<file path="config.mk">
export PLATFORM = sky130hd
export DESIGN_NAME = cru_strobe_sync
export DESIGN_NICKNAME = d
export VERILOG_FILES = /design/src/rtl/cru_strobe_sync.sv
export SDC_FILE = /design/constraint.sdc
export NUM_CORES = 1
export LEC_CHECK = 0
export ABC_AREA = 1
export CAP_MARGIN = 20
export CELL_PAD_IN_SITES_DETAIL_PLACEMENT = 1
export CELL_PAD_IN_SITES_GLOBAL_PLACEMENT = 1
export CORE_ASPECT_RATIO = 0.8
export CORE_MARGIN = 2
export CORE_UTILIZATION = 25
export DETAILED_ROUTE_END_ITERATION = 10
export PLACE_DENSITY_LB_ADDON = 0.15
export SLEW_MARGIN = 20
export SYNTH_ARGS = -nofsm -noshare
export SYNTH_HDL_FRONTEND = slang
export SYNTH_SLANG_ARGS = --single-unit
</file>
<file path="constraint.sdc">
create_clock -name clk -period 2.8 [get_ports clk]
set_clock_uncertainty 0.2 [all_clocks]
set_input_delay 0.42 -clock clk [delete_from_list [all_inputs] [get_ports clk]]
set_output_delay 0.42 -clock clk [all_outputs]
set_load 0.02 [all_outputs]
</file>
<file path="src/rtl/cru_strobe_sync.sv">
// Resynchronises the asynchronous TI CRU write cycle into the card clock domain and emits one decoded write pulse per accepted strobe.
// Optional glitch filter on the synced CRU clock is enabled by defining CRU_GLITCH_FILTER_EN.
module cru_strobe_sync #(
  parameter int SYNC_STAGES   = 2,
  parameter int FILTER_CYCLES = 3
) (
  input  logic        clk,
  input  logic        reset,
  input  logic [0:3]  cru_base,
  input  logic        ti_cru_clk,
  input  logic        ti_memen,
  input  logic [0:14] addr,
  input  logic        ti_cru_out,
  output logic        wr_strobe,
  output logic [1:0]  wr_bit,
  output logic        wr_data,
  output logic        card_sel,
  output logic [7:0]  miss_count
);

  if (SYNC_STAGES < 2 || FILTER_CYCLES < 1 || FILTER_CYCLES > 15) begin : g_bad_params
    $error("cru_strobe_sync: SYNC_STAGES must be >= 2 and FILTER_CYCLES in 1..15");
  end

  typedef enum logic [1:0] {ARM, IDLE, LOW, FIRE} state_t;

  logic [SYNC_STAGES-1:0] clk_sync_q, memen_sync_q, data_sync_q, flush_q;
  logic [0:14]            addr_sync_q [SYNC_STAGES];

  logic        sclk, smemen, sdata, flushed, match, capture;
  logic [0:14] saddr;

  state_t state_q, state_d;
  logic       cap_match_q, cap_data_q;
  logic [1:0] cap_bit_q;
  logic       wr_strobe_q, wr_data_q, card_sel_q;
  logic [1:0] wr_bit_q;
  logic [7:0] miss_q;

  always_ff @(posedge clk) begin
    if (reset) begin
      clk_sync_q   <= '1;
      memen_sync_q <= '1;
      data_sync_q  <= '0;
      flush_q      <= '0;
      for (int i = 0; i < SYNC_STAGES; i++) addr_sync_q[i] <= '0;
    end else begin
      clk_sync_q   <= {clk_sync_q[SYNC_STAGES-2:0], ti_cru_clk};
      memen_sync_q <= {memen_sync_q[SYNC_STAGES-2:0], ti_memen};
      data_sync_q  <= {data_sync_q[SYNC_STAGES-2:0], ti_cru_out};
      flush_q      <= {flush_q[SYNC_STAGES-2:0], 1'b1};
      addr_sync_q[0] <= addr;
      for (int i = 1; i < SYNC_STAGES; i++) addr_sync_q[i] <= addr_sync_q[i-1];
    end
  end

  assign sclk   = clk_sync_q[SYNC_STAGES-1];
  assign smemen = memen_sync_q[SYNC_STAGES-1];
  assign sdata  = data_sync_q[SYNC_STAGES-1];
  assign saddr  = addr_sync_q[SYNC_STAGES-1];
  // The reset-filled 1s are not a real high phase; ARM only trusts sclk once the chain has flushed.
  assign flushed = flush_q[SYNC_STAGES-1];

  assign match = (saddr[0:3] == 4'b0001) && (saddr[4:7] == cru_base) &&
                 (saddr[8:12] == 5'd0) && smemen;

`ifdef CRU_GLITCH_FILTER_EN
  localparam logic [3:0] CNT_TARGET = 4'(FILTER_CYCLES);
  logic [3:0] cnt_q, cnt_d;

  always_ff @(posedge clk) begin
    if (reset) cnt_q <= '0;
    else       cnt_q <= cnt_d;
  end
`endif

  always_comb begin
    state_d = state_q;
    capture = 1'b0;
`ifdef CRU_GLITCH_FILTER_EN
    cnt_d   = cnt_q;
`endif
    unique case (state_q)
      ARM:  if (sclk && flushed) state_d = IDLE;
      IDLE: if (!sclk) begin
`ifdef CRU_GLITCH_FILTER_EN
        cnt_d = 4'd1;
        if (FILTER_CYCLES == 1) begin
          state_d = FIRE;
          capture = 1'b1;
        end else begin
          state_d = LOW;
        end
`else
        state_d = FIRE;
        capture = 1'b1;
`endif
      end
`ifdef CRU_GLITCH_FILTER_EN
      LOW: begin
        if (sclk) begin
          cnt_d   = '0;
          state_d = IDLE;
        end else begin
          cnt_d = cnt_q + 4'd1;
          if (cnt_d == CNT_TARGET) begin
            state_d = FIRE;
            capture = 1'b1;
          end
        end
      end
`endif
      FIRE:    state_d = ARM;
      default: state_d = ARM;
    endcase
  end

  always_ff @(posedge clk) begin
    if (reset) begin
      state_q     <= ARM;
      cap_match_q <= 1'b0;
      cap_data_q  <= 1'b0;
      cap_bit_q   <= '0;
      wr_strobe_q <= 1'b0;
      wr_bit_q    <= '0;
      wr_data_q   <= 1'b0;
      card_sel_q  <= 1'b0;
      miss_q      <= '0;
    end else begin
      state_q     <= state_d;
      wr_strobe_q <= (state_q == FIRE) && cap_match_q;
      if (capture) begin
        cap_match_q <= match;
        cap_data_q  <= sdata;
        cap_bit_q   <= {saddr[13], saddr[14]};
      end
      if (state_q == FIRE) begin
        card_sel_q <= cap_match_q;
        if (cap_match_q) begin
          wr_bit_q  <= cap_bit_q;
          wr_data_q <= cap_data_q;
        end else if (miss_q != 8'hFF) begin
          miss_q <= miss_q + 8'd1;
        end
      end
    end
  end

  assign wr_strobe  = wr_strobe_q;
  assign wr_bit     = wr_bit_q;
  assign wr_data    = wr_data_q;
  assign card_sel   = card_sel_q;
  assign miss_count = miss_q;

endmodule
</file>
==> results.txt <==
----------------------------------------------------
[Timing]
  Max-slew violation total from the final report ... 0
  Final period utilization ... 72.9%
  Slew at the pin with the worst max-slew slack ... 0.599 ns
  Sum Neg Setup Slack ... 0 ns
  Count of endpoints failing hold in the final timing report ... 0
  Headroom to the max-slew limit ... 60.1%
  Maximum clock frequency ... 0.490 GHz
  RSZ-0062 raised after global routing ... false
  Number of setup violations in the final report ... 0
  Hold Slack ... 0.197 ns
  Final worst path period need ... 2.04 ns

[Finish]
  Net count of the finished layout ... 331
  Top library cells by usage in the layout, fill and taps aside ... dfxtp_1 (57), inv_1 (55), nor2_1 (53)
  Fraction of layout cells with a size suffix above 1 ... 11.6%
  Most common library cell in the layout ignoring fill and taps ... dfxtp_1
  Share of the core filled with cells in the final layout ... 34.9%
  Antenna diode count ... 0
  Area Overhead vs Synth ... 33.5%

[Placement]
  Number of buffers added on ports ... 36
  Total half-perimeter wirelength after legalization and detailed placement ... 2840 um
  Final weighted congestion in routability-driven placement ... 0.681

[CTS]
  Clock tree from TritonCTS ... done
  CTS Hold Buffers Added ... 0
  H-tree levels ... 3
  Max Root-Sink Buffers ... 2
  Cts repair resizes ... 0
  Total CTS buffers ... 9
  CTS Root Cell ... clkbuf_8
  Clock insertion delay at the later pin of the skew report ... 0.32 ns
  Worst-path clk slew ... 0.06 ns
  Count of buffers added by post-CTS timing repair for setup ... 0
  Number of clock sinks ... 57

[Yosys]
  Complex-gate fraction of the synthesized area ... 5.61%
  Number of storage elements in the synthesis netlist ... 57
  Cell area after synthesis ... 2100 um2
  Post-synthesis share of cell area spent on and, or, nand and nor gates ... 26.0%
  Cell count after synthesis ... 264
  Dominant combinational cell family by area after synthesis ... simple AND/OR/NAND/NOR gates
  Post-synthesis sequential area ratio ... 54.4%
  Synth Area in XOR/XNOR ... 1.67%
  Post-synthesis adder-cell area fraction ... 0.597%
  Post-synthesis mux area share ... 0%
  Syn avg cell area ... 7.94 um2
  Count of unique library cells instantiated by Yosys ... 25
  Synth Warn # ... 0
  Net Count, Synth ... 289

[Power and ir drop]
  Leak pwr ... 1.24 nW
  Pwr dens ... 645 nW/um2
  Final total power ... 1.81 mW
  Largest voltage drop on the vdd net ... 251 uV

[Floorplanning]
  Number of core rows ... 29
  Starting utilization of the core area ... 26.2%
  I/O pins ... 37
  Die Footprint ... 9140 um2
  Floorplan core area ... 8020 um2
  Die outline height ... 85.9 um
  Die X-Extent ... 106 um

[GRT]
  Wire length of the first global-routing pass ... 7150 um
  Initial antenna violation count ... 0
  Global router's overall resource usage ... 10.3%
  Pin count of the biggest net entering global routing ... 34
  Number of global-route vias before repair ... 1597
  Gr ovfl total ... 0

[Setup path]
  Arr. time, crit path ... 1.42 ns
  Sort of element at the end of the critical path ... primary output
  Required time of the critical path ... 2.18 ns
  Highest net fanout along the worst path ... 6
  Count of buffer and inverter cells on the critical path ... 1
  Crit path launch type ... flop
  Slowest cell on crit path ... clkdlybuf4s50_1
  Delay of the slowest cell on the worst path ... 0.65 ns
  Setup CP Type ... flop to primary output
  Cell family contributing the most delay on the critical path ... buffers and inverters
  Critical path, cell by cell ... clkdlybuf4s50_1

[Worst hold path]
  Min-Delay Path Class ... flop to flop

[Routing]
  Detailed router's first-iteration violation count ... 37
  Via total after detailed routing ... 1587
  Post-route ant nets ... 0
  Residual DRC count ... 0
  First-pass iteration count of the detailed router ... 4
  Final wirelength ... 3970 um
  Wire per inst ... 9.49 um
  Ratio of routed vias to standard cells ... 3.80

[Run status]
  Status ... finished, final reports clean

[Run]
  Max-Cap Viols ... 0

----------------------------------------------------
layer usage:
metal	GRT usage (%)	wire length [um]
met5	0	0
met4	5.02	56
met3	5.02	237
met2	15.4	1690
met1	12.4	1980
final timing paths:
| path | startpoint | end | slack, ns | cells after the start |
|---|---|---|---|---|
| setup / recovery | miss_count[2]$_SDFFE_PP0P_ | miss_count[2] | 0.76 | 1 |
| hold / removal | addr_sync_q[0][8]$_SDFF_PP0_ | addr_sync_q[0][23]$_SDFF_PP0_ | 0.20 | 2 |
| setup reg to reg | miss_count[0]$_SDFFE_PP0P_ | miss_count[6]$_SDFFE_PP0P_ | 1.25 | 7 |
| hold reg to reg | addr_sync_q[0][8]$_SDFF_PP0_ | addr_sync_q[0][23]$_SDFF_PP0_ | 0.20 | 2 |
report_power, final:
| part | internal [mW] | switching [mW] | total (mW) |
|---|---|---|---|
| clock | 0.570 | 0.307 | 0.877 |
| sequential | 0.839 | 0.00765 | 0.846 |
| combinational | 0.0451 | 0.0388 | 0.0839 |
| total | 1.45 | 0.353 | 1.81 |
cell type report:
cell class	instances	area, um2
flip-flops and latches	57	1140
inverters	59	221
well taps	108	135
clock inverters	2	60.1
repair buffers	37	363
fillers	965	5220
clock buffers	13	169
multi-input cells	142	711
state kept, by name, indices dropped and copies added (netlist names):
signal,flops
addr_sync_q,30
miss_count,8
cap_bit_q,2
clk_sync_q,2
data_sync_q,2
flush_q,2
memen_sync_q,2
state_q,2
wr_bit,2
cap_data_q,1
cap_match_q,1
card_sel,1
wr_data,1
wr_strobe,1
cells by family (layout without fill, tap and decap cells):
logic type                 after synthesis  after routing
and+or+nand+nor                        120            120
adders and majority gates                1              1
AOI/OAI and AO/OA                       17             17
xor gates and xnor gates                 4              4
buffers and inverters                   65            111
DFF                                     57             57
cells in the mapped netlist (all sizes together):
library cell	number	share of area (%)
nor3	1	0.48
dfxtp	57	54
or2	4	1.2
nand3b	1	0.36
xnor2	2	0.84
nand2	48	9.5
nor2	58	13
o21ai	5	1.2
a21oi	11	4.1
o211ai	1	0.36
clkbuf	5	0.90
xor2	2	0.84
nand3	8	1.9
buf	1	0.24
ha	1	0.60
inv	59	11
metrics by stage:
step                      cell area, um2  worst slack (ns)  instances
final                               2800             0.760        418
after global routing                2800             0.675        418
after CTS                           2800             0.709        418
after detailed placement            2570              1.08        403
after global placement              2570              1.07        403
after floorplan                     2100              1.27        264
No activity file was read; power rests on OpenSTA's default activity.
